==> src/rtl/slc3_sram_arbiter.sv <==
// slc3_sram_arbiter: round-robin arbiter and access sequencer for the shared 16-bit SRAM.
// All SRAM pins are registered from next-state values, so nothing combinational reaches the pads.
module slc3_sram_arbiter #(
   parameter int ADDR_W      = 20,
   parameter int DATA_W      = 16,
   parameter int WAIT_CYCLES = 2
) (
   input  logic              Clk,
   input  logic              Reset,
   input  logic              cpu_req,
   input  logic              cpu_we,
   input  logic [ADDR_W-1:0] cpu_addr,
   input  logic [DATA_W-1:0] cpu_wdata,
   output logic              cpu_ready,
   output logic [DATA_W-1:0] cpu_rdata,
   input  logic              ldr_req,
   input  logic              ldr_we,
   input  logic [ADDR_W-1:0] ldr_addr,
   input  logic [DATA_W-1:0] ldr_wdata,
   output logic              ldr_ready,
   output logic [DATA_W-1:0] ldr_rdata,
   output logic              busy,
   output logic [ADDR_W-1:0] sram_addr,
   output logic [DATA_W-1:0] sram_dq_out,
   output logic              sram_dq_oe,
   input  logic [DATA_W-1:0] sram_dq_in,
   output logic              sram_ce_n,
   output logic              sram_oe_n,
   output logic              sram_we_n,
   output logic              sram_ub_n,
   output logic              sram_lb_n
);
   typedef enum logic [1:0] {IDLE, SETUP, ACCESS, DONE} state_t;
   state_t            state_q, state_d;
   logic [3:0]        cnt_q, cnt_d;
   logic              port_q, port_d, we_q, we_d, last_q, last_d;
   logic [ADDR_W-1:0] addr_q, addr_d;
   logic [DATA_W-1:0] dout_q, dout_d, cpu_rdata_q, cpu_rdata_d, ldr_rdata_q, ldr_rdata_d;
   logic              ce_n_q, ce_n_d, oe_n_q, oe_n_d, we_n_q, we_n_d, bl_n_q, bl_n_d;
   logic              dq_oe_q, dq_oe_d, cpu_ready_q, cpu_ready_d, ldr_ready_q, ldr_ready_d;
   logic              grant_ldr;
   // port id 1 = loader; on a tie the loader wins unless it was granted last
   assign grant_ldr = ldr_req & (~cpu_req | ~last_q);
   always_comb begin
      state_d     = state_q;
      cnt_d       = cnt_q;
      port_d      = port_q;
      we_d        = we_q;
      addr_d      = addr_q;
      dout_d      = dout_q;
      last_d      = last_q;
      cpu_rdata_d = cpu_rdata_q;
      ldr_rdata_d = ldr_rdata_q;
      ce_n_d      = 1'b1;
      oe_n_d      = 1'b1;
      we_n_d      = 1'b1;
      bl_n_d      = 1'b1;
      dq_oe_d     = 1'b0;
      cpu_ready_d = 1'b0;
      ldr_ready_d = 1'b0;
      case (state_q)
         IDLE: if (cpu_req | ldr_req) begin
            state_d = SETUP;
            port_d  = grant_ldr;
            we_d    = grant_ldr ? ldr_we : cpu_we;
            addr_d  = grant_ldr ? ldr_addr : cpu_addr;
            dout_d  = grant_ldr ? ldr_wdata : cpu_wdata;
            ce_n_d  = 1'b0;
            bl_n_d  = 1'b0;
            oe_n_d  = we_d;
            dq_oe_d = we_d;
         end
         SETUP: begin
            state_d = ACCESS;
            cnt_d   = 4'(WAIT_CYCLES - 1);
            ce_n_d  = 1'b0;
            bl_n_d  = 1'b0;
            oe_n_d  = we_q;
            we_n_d  = ~we_q;
            dq_oe_d = we_q;
         end
         ACCESS: begin
            ce_n_d  = 1'b0;
            bl_n_d  = 1'b0;
            oe_n_d  = we_q;
            dq_oe_d = we_q;
            if (cnt_q == 4'd0) begin
               state_d     = DONE;
               cpu_ready_d = ~port_q;
               ldr_ready_d = port_q;
               cpu_rdata_d = (!we_q && !port_q) ? sram_dq_in : cpu_rdata_q;
               ldr_rdata_d = (!we_q && port_q) ? sram_dq_in : ldr_rdata_q;
            end else begin
               cnt_d  = cnt_q - 4'd1;
               we_n_d = ~we_q;
            end
         end
         DONE: begin
            state_d = IDLE;
            last_d  = port_q;
         end
         default: state_d = IDLE;
      endcase
   end
   always_ff @(posedge Clk or posedge Reset) begin
      if (Reset) begin
         state_q     <= IDLE;
         cnt_q       <= '0;
         port_q      <= 1'b0;
         we_q        <= 1'b0;
         last_q      <= 1'b0;
         addr_q      <= '0;
         dout_q      <= '0;
         cpu_rdata_q <= '0;
         ldr_rdata_q <= '0;
         ce_n_q      <= 1'b1;
         oe_n_q      <= 1'b1;
         we_n_q      <= 1'b1;
         bl_n_q      <= 1'b1;
         dq_oe_q     <= 1'b0;
         cpu_ready_q <= 1'b0;
         ldr_ready_q <= 1'b0;
      end else begin
         state_q     <= state_d;
         cnt_q       <= cnt_d;
         port_q      <= port_d;
         we_q        <= we_d;
         last_q      <= last_d;
         addr_q      <= addr_d;
         dout_q      <= dout_d;
         cpu_rdata_q <= cpu_rdata_d;
         ldr_rdata_q <= ldr_rdata_d;
         ce_n_q      <= ce_n_d;
         oe_n_q      <= oe_n_d;
         we_n_q      <= we_n_d;
         bl_n_q      <= bl_n_d;
         dq_oe_q     <= dq_oe_d;
         cpu_ready_q <= cpu_ready_d;
         ldr_ready_q <= ldr_ready_d;
      end
   end
   assign busy        = state_q != IDLE;
   assign cpu_ready   = cpu_ready_q;
   assign ldr_ready   = ldr_ready_q;
   assign cpu_rdata   = cpu_rdata_q;
   assign ldr_rdata   = ldr_rdata_q;
   assign sram_addr   = addr_q;
   assign sram_dq_out = dout_q;
   assign sram_dq_oe  = dq_oe_q;
   assign sram_ce_n   = ce_n_q;
   assign sram_oe_n   = oe_n_q;
   assign sram_we_n   = we_n_q;
   assign sram_ub_n   = bl_n_q;
   assign sram_lb_n   = bl_n_q;
endmodule

==> config.mk <==
export PLATFORM = sky130hd
export DESIGN_NAME = slc3_sram_arbiter
export DESIGN_NICKNAME = d
export VERILOG_FILES = /design/src/rtl/slc3_sram_arbiter.sv
export SDC_FILE = /design/constraint.sdc
export NUM_CORES = 1
export LEC_CHECK = 0
export ABC_CLOCK_PERIOD_IN_PS = 4200
export CORE_UTILIZATION = 45
export CTS_BUF_LIST = sky130_fd_sc_hd__clkbuf_8 sky130_fd_sc_hd__clkbuf_16
export CTS_CLUSTER_DIAMETER = 150
export CTS_CLUSTER_SIZE = 30
export DETAILED_ROUTE_END_ITERATION = 12
export PLACE_DENSITY = 0.86
export SKIP_LAST_GASP = 1
export SYNTH_ARGS = -nofsm -noshare
export SYNTH_HDL_FRONTEND = slang
export SYNTH_SLANG_ARGS = --single-unit
==> constraint.sdc <==
create_clock -name Clk -period 4.2 [get_ports Clk]
set_input_delay 0.84 -clock Clk [delete_from_list [all_inputs] [get_ports Clk]]
set_output_delay 0.84 -clock Clk [all_outputs]
set_load 0.05 [all_outputs]
==> results.py, run 1 <==
metrics = {
    "timing": {
        "period_minus_slack_ns": 2.968,
        "rsz0062_at_grt": "no",
        "fmax_mhz": 336.9,
        "tightest_slew_ns": 0.9141,
        "fin_tns_setup_ns": 0,
        "fin_crit_sh_pct": 70.67,
        "fin_worst_skew_ns": 0.01539,
        "hold_viol": 0,
        "slew_headroom_pct": 39.06,
        "drv_slew": 0,
        "setup_violations": 0,
    },
    "floorplan": {
        "fp.dieArea_sq_mm": 0.008637,
        "num_io_pins": 171,
        "die_w_um": 92.94,
        "dieHeight_um": 92.94,
        "rows": 32,
        "core_sq_mm": 0.007848,
        "start_util_pct": 47.42,
    },
    "logic_synthesis": {
        "ys_top_cells_by_count": "dfrtp_1, nand2_1, o21ai_0, mux2i_1, mux2_4",
        "synth_seq_area_share_pct": 55.92,
        "synthFlopType": "dfrtp_1",
        "yosysTopAreaCellShare_pct": 53.80,
        "ys_types": 31,
        "yosysWarningCount": 0,
        "yosysTopAreaCell": "dfrtp_1",
        "synth.most_common_cell": "dfrtp_1",
        "ys_top_cells_by_area": "dfrtp_1, mux2i_1, mux2_4, o21ai_0, nand2_1",
        "syn_area_per_cell_sq_um": 12.36,
        "synthArstFlopShare_pct": 100.0,
        "synth_edf_count": 0,
        "syn-instance-count": 301,
        "syn_area_sq_mm": 0.003721,
        "ys_seq_elements": 83,
        "syn-num-nets": 402,
    },
    "global_route": {
        "gr-usage-all-layers_pct": 21.78,
        "grt_pass1_wl_um": 14290,
        "grt_max_degree": 53,
        "antenna_found_initial": 0,
        "grt_overflow": 0,
        "grt_pass1_vias": 2919,
    },
    "final_layout": {
        "postLayoutCellArea_sq_mm": 0.005692,
        "syn_to_final_growth_pct": 52.96,
        "drive_gt1_share_pct": 12.95,
        "final_core_util_pct": 72.53,
        "fill_cells": 575,
        "ff_latch_area_sq_mm": 0.002081,
        "multi_input_area_sq_mm": 0.001483,
        "antenna_cells": 0,
        "fin_cells": 573,
        "layout.nets": 567,
    },
    "placed_design": {
        "hpwl_um": 6979,
        "place_area_sq_mm": 0.005458,
        "io_buffers": 170,
        "gp_congestion": 0.7070,
        "dp.cells": 557,
    },
    "detailed_routing": {
        "finalWirelength_um": 9070,
        "drt_iter0_markers": 111,
        "drtPass1Iterations": 4,
        "drc_errors": 0,
        "detail-route-antenna-nets": 0,
        "drt-vias-per-instance": 5.000,
        "wl_per_cell_um": 15.83,
        "vias": 2865,
    },
    "clock_tree": {
        "numCtsBuffers": 9,
        "postCtsHoldBufs": 0,
        "cts_setup_buffers": 0,
        "tritoncts": "yes",
        "root_buffer": "clkbuf_8",
        "clock_path_buffers": 2,
        "clk_pin_slew_ns": 0.08,
        "post_cts_resize_count": 0,
        "cts_max_level": 3,
        "clk_latency_ns": 0.34,
        "cts_sinks": 83,
    },
    "worst_setup_path": {
        "critPathBufInv": 3,
        "critPathTopFamily": "buffers and inverters",
        "worstSetupPathType": "reg2out",
        "cp-end-kind": "output pin",
        "startpoint_type": "register",
        "critPathRequiredTime_ns": 3.36,
        "crit_chain": "inv_1 > ha_1 > inv_1 > clkdlybuf4s50_1",
        "crit_path_max_fanout": 5,
        "slowest_delay_ns": 0.84,
        "critPathArrivalTime_ns": 2.13,
        "crit_top_cell": "inv_1",
        "critical-path-slowest-cell": "clkdlybuf4s50_1",
    },
    "run_status": {
        "outcome": "finished clean",
    },
    "power": {
        "pwr-share-clk_pct": 12.9,
        "ir_drop_mv": 0.4346,
        "p_sw_share_pct": 47.15,
        "p_int_mw": 2.683,
        "p_total_mw": 5.076,
        "leakagePower_nw": 2.613,
        "combPwrFrac_pct": 58.9,
        "switchingPower_mw": 2.393,
        "seqPwrFrac_pct": 28.2,
        "p_per_area_mw_per_mm2": 891.9,
    },
    "min_path": {
        "hold_class": "reg2reg",
    },
    "job": {
        "cap_viol_max_count": 0,
    },
}
-- final timing paths --
| kind | startpoint | end | slack (ns) | depth (start not counted) |
|---|---|---|---|---|
| max | state_q[0] | busy | 1.23 | 4 |
| min | sram_addr[17] | sram_addr[17] | 0.48 | 2 |
| max reg2reg | state_q[0] | cpu_rdata[2] | 1.78 | 5 |
| min reg2reg | sram_addr[17] | sram_addr[17] | 0.48 | 2 |
| max in group asynchronous | Reset | sram_dq_out[15] | 2.52 | 3 |
| min in group asynchronous | Reset | ldr_rdata[6] | 0.85 | 2 |
-- kinds of logic (layout without fill, tap and decap cells) --
logic type	count (synthesis)	count (layout)	share of synthesized area [%]
adders and majority gates	7	7	2.354
DFF	83	83	55.92
and+or+nand+nor	59	59	7.196
buffers and inverters	29	199	4.539
muxes	71	71	22.26
AOI/OAI and AO/OA	52	52	7.734
-- layout make-up --
cell class	count	area share [%]
Sequential cell	83	36.56
Timing Repair Buffer	174	30.42
Multi-Input combinational cell	189	26.05
Tap cell	102	2.242
Clock buffer	9	2.176
Clock inverter	7	1.934
Inverter	9	0.6155
-- metrics by stage --
stage                     worst slack (ns)  hold WS [ns]
after detailed placement             1.347        0.4690
after global routing                 1.155        0.5101
final                                1.232        0.4819
after floorplan                      1.228        0.4530
after global placement               1.414        0.4605
after CTS                            1.210        0.4880
-- worst register-to-register path: cells and delay by family, from the launching register on --
| kind | cells | cell delay [ns] |
|---|---|---|
| buf+inv | 1 | 0.11 |
| mux | 1 | 0.45 |
| fa+ha+maj | 1 | 0.42 |
| flops | 1 | 0.44 |
| simple gates | 2 | 0.90 |
-- routing by layer --
layer  track usage [%]  vias up  part of all wire [%]
met4             7.692        0                   1.7
met2             36.70      138                    50
li1                  -     1355                     -
met1             26.71     1361                    40
met5                 0        -                     0
met3             6.076       11                   8.0
-- sequential cells by signal (all words and copies together) (netlist names), 2 cells and up --
signal       cells
sram_addr       20
cpu_rdata       16
ldr_rdata       16
sram_dq_out     16
cnt_q            4
state_q          2
-- power groups by stage --
stage | sequential, mW | clock (mW) | combinational [mW]
after CTS | 1.43 | 0.671 | 3.01
after global placement | 1.42 | 0 | 2.94
after floorplan | 2.62 | 0 | 0.813
after global routing | 1.48 | 0.710 | 3.14
after detailed placement | 1.44 | 0 | 3.00
final | 1.43 | 0.656 | 2.99
-- placed cells by master, fill, tap and decap left out, types with 2 or more instances in the layout --
cell type	n
ha_1	7
buf_4	4
o21ai_0	41
inv_1	10
mux2i_1	37
dfrtp_1	80
nand3_1	2
dfstp_2	3
or3_1	2
clkinv_2	2
nor2_1	5
bufinv_16	3
nand2_1	44
mux2_4	20
o211ai_1	2
a21oi_1	2
mux2_2	14
clkbuf_8	9
clkdlybuf4s50_1	170
Note: power is estimated with default switching activity, not from simulation.
==> run 2, diff against run 1 <==
--- a/config.mk
+++ b/config.mk
@@ -5,13 +5,13 @@
 export SDC_FILE = /design/constraint.sdc
 export NUM_CORES = 1
 export LEC_CHECK = 0
-export ABC_CLOCK_PERIOD_IN_PS = 4200
-export CORE_UTILIZATION = 45
+export ABC_CLOCK_PERIOD_IN_PS = 2790
+export CORE_UTILIZATION = 42
 export CTS_BUF_LIST = sky130_fd_sc_hd__clkbuf_8 sky130_fd_sc_hd__clkbuf_16
 export CTS_CLUSTER_DIAMETER = 150
 export CTS_CLUSTER_SIZE = 30
 export DETAILED_ROUTE_END_ITERATION = 12
-export PLACE_DENSITY = 0.86
+export PLACE_DENSITY = 0.81
 export SKIP_LAST_GASP = 1
 export SYNTH_ARGS = -nofsm -noshare
 export SYNTH_HDL_FRONTEND = slang
==> constraint.sdc (replaced) <==
create_clock -name Clk -period 2.79 [get_ports Clk]
set_input_delay 0.558 -clock Clk [delete_from_list [all_inputs] [get_ports Clk]]
set_output_delay 0.558 -clock Clk [all_outputs]
set_load 0.05 [all_outputs]
==> run 2 against run 1 <==
Effect of this change:
- via count is 1.6% lower
- clock power grew 25%
- global-route usage is 2.0 points lower
- first-iteration DRC count down 48%
- largest power group unchanged
- highest routed layer unchanged
==> results.py, run 2 (synthesis gave the netlist of run 1 again) <==
metrics = {
    "clock_tree": {
        "clk_latency_ns": 0.34,
        "postCtsHoldBufs": 0,
        "post_cts_resize_count": 0,
        "tritoncts": "yes",
        "numCtsBuffers": 9,
        "cts_sinks": 83,
        "clk_pin_slew_ns": 0.09,
        "cts_max_level": 3,
        "clock_path_buffers": 2,
        "root_buffer": "clkbuf_8",
        "cts_setup_buffers": 0,
    },
    "placed_design": {
        "io_buffers": 170,
        "dp.cells": 560,
        "gp_congestion": 0.7720,
        "hpwl_um": 6797,
    },
    "timing": {
        "setup_violations": 0,
        "hold-worst-slack_ns": 0.4798,
        "period_minus_slack_ns": 2.622,
        "slew_headroom_pct": 41.70,
        "drv_slew": 0,
        "tightest_slew_ns": 0.8745,
        "rsz0062_at_grt": "no",
        "fin_crit_sh_pct": 93.99,
        "fmax_mhz": 381.4,
        "fin_tns_setup_ns": 0,
        "fin_worst_skew_ns": 0.01263,
        "hold_viol": 0,
    },
    "worst_setup_path": {
        "cp-end-kind": "output pin",
        "startpoint_type": "register",
        "worstSetupPathType": "reg2out",
        "critPathRequiredTime_ns": 2.23,
        "crit_path_max_fanout": 5,
        "critPathArrivalTime_ns": 2.06,
    },
    "power": {
        "p_sw_share_pct": 48.15,
        "pwr-share-clk_pct": 10.9,
        "ir_drop_mv": 0.6946,
        "p_int_mw": 3.876,
        "p_per_area_mw_per_mm2": 1316,
        "seqPwrFrac_pct": 29.0,
        "p_total_mw": 7.476,
        "leakagePower_nw": 2.596,
        "combPwrFrac_pct": 60.1,
        "switchingPower_mw": 3.600,
    },
    "final_layout": {
        "fin_cells": 575,
        "mostFrequentLayoutCells": "clkdlybuf4s50_1, dfrtp_1, nand2_1",
        "final_core_util_pct": 67.80,
        "layout.nets": 567,
        "drive_gt1_share_pct": 12.77,
        "syn_to_final_growth_pct": 52.72,
        "antenna_cells": 0,
        "largest_reg_flops": 20,
        "mostFrequentLayoutCell": "clkdlybuf4s50_1",
    },
    "floorplan": {
        "die_w_um": 96.13,
        "start_util_pct": 44.39,
        "fp.dieArea_sq_mm": 0.009240,
        "core_sq_mm": 0.008382,
        "num_io_pins": 171,
        "dieHeight_um": 96.13,
        "rows": 33,
    },
    "detailed_routing": {
        "finalWirelength_um": 8787,
        "vias": 2819,
        "detail-route-antenna-nets": 0,
        "drt-vias-per-instance": 4.903,
        "drtPass1Iterations": 4,
        "drc_errors": 0,
        "wl_per_cell_um": 15.28,
        "drt_iter0_markers": 58,
    },
    "global_route": {
        "grt_pass1_wl_um": 13790,
        "gr-usage-all-layers_pct": 19.76,
        "grt_pass1_vias": 2857,
        "grt_overflow": 0,
        "antenna_found_initial": 0,
        "grt_max_degree": 77,
    },
    "run_status": {
        "outcome": "finished clean",
    },
    "min_path": {
        "hold_class": "reg2reg",
    },
    "job": {
        "cap_viol_max_count": 0,
    },
}
## run 2: cell count changes in the layout (fill, tap and decap cells not counted)
cell,delta
clkinvlp_4,+2
clkinv_2,-1
buf_12,+3
bufinv_16,-2
buf_4,-3
## run 2: area by class of cell
class	count	area [sq um]
inverters	9	35.03
multi-input cells	189	1483
flip-flops and latches	83	2081
clock buffers	9	123.9
clock inverters	6	60.06
fillers	654	2699
repair buffers	174	1769
well taps	105	131.4
## run 2: worst paths after layout
path	startpoint	end	slack (ns)	cells after the start
max	state_q[0]	busy	0.17	4
min	sram_addr[8]	sram_addr[8]	0.48	2
max reg2reg	state_q[0]	cpu_rdata[6]	0.44	5
min reg2reg	sram_addr[8]	sram_addr[8]	0.48	2
max in group asynchronous	Reset	sram_oe_n	1.53	3
min in group asynchronous	Reset	cpu_rdata[3]	0.53	2
## run 2: metrics by stage
| stage | area, sq um | setup slack [ns] |
|---|---|---|
| floorplan | 3721 | 0.1002 |
| global placement | 5499 | 0.5289 |
| detailed placement | 5499 | 0.4538 |
| CTS | 5683 | 0.1557 |
| global route | 5683 | 0.05776 |
| finish | 5683 | 0.1678 |
## run 2: metal layers
layer | routed length (um) | up-vias | global-route usage [%]
li1 | - | 1354 | -
met1 | 3792 | 1320 | 25.15
met2 | 4029 | 134 | 31.03
met3 | 853 | 11 | 6.872
met4 | 111 | 0 | 7.214
met5 | 0 | - | 0
## run 2: critical path, cell delays in order (launching register included)
cell and delay (ns):
dfrtp_1 0.42, inv_1 0.09, ha_1 0.27, inv_1 0.13, clkdlybuf4s50_1 0.81
## run 2: power groups by stage
stage / combinational, mW / clock, mW / sequential, mW
floorplan: 1.22 / 0 / 3.95
global placement: 4.44 / 0 / 2.16
detailed placement: 4.52 / 0 / 2.19
CTS: 4.52 / 0.837 / 2.17
global route: 4.75 / 0.885 / 2.24
finish: 4.49 / 0.818 / 2.17
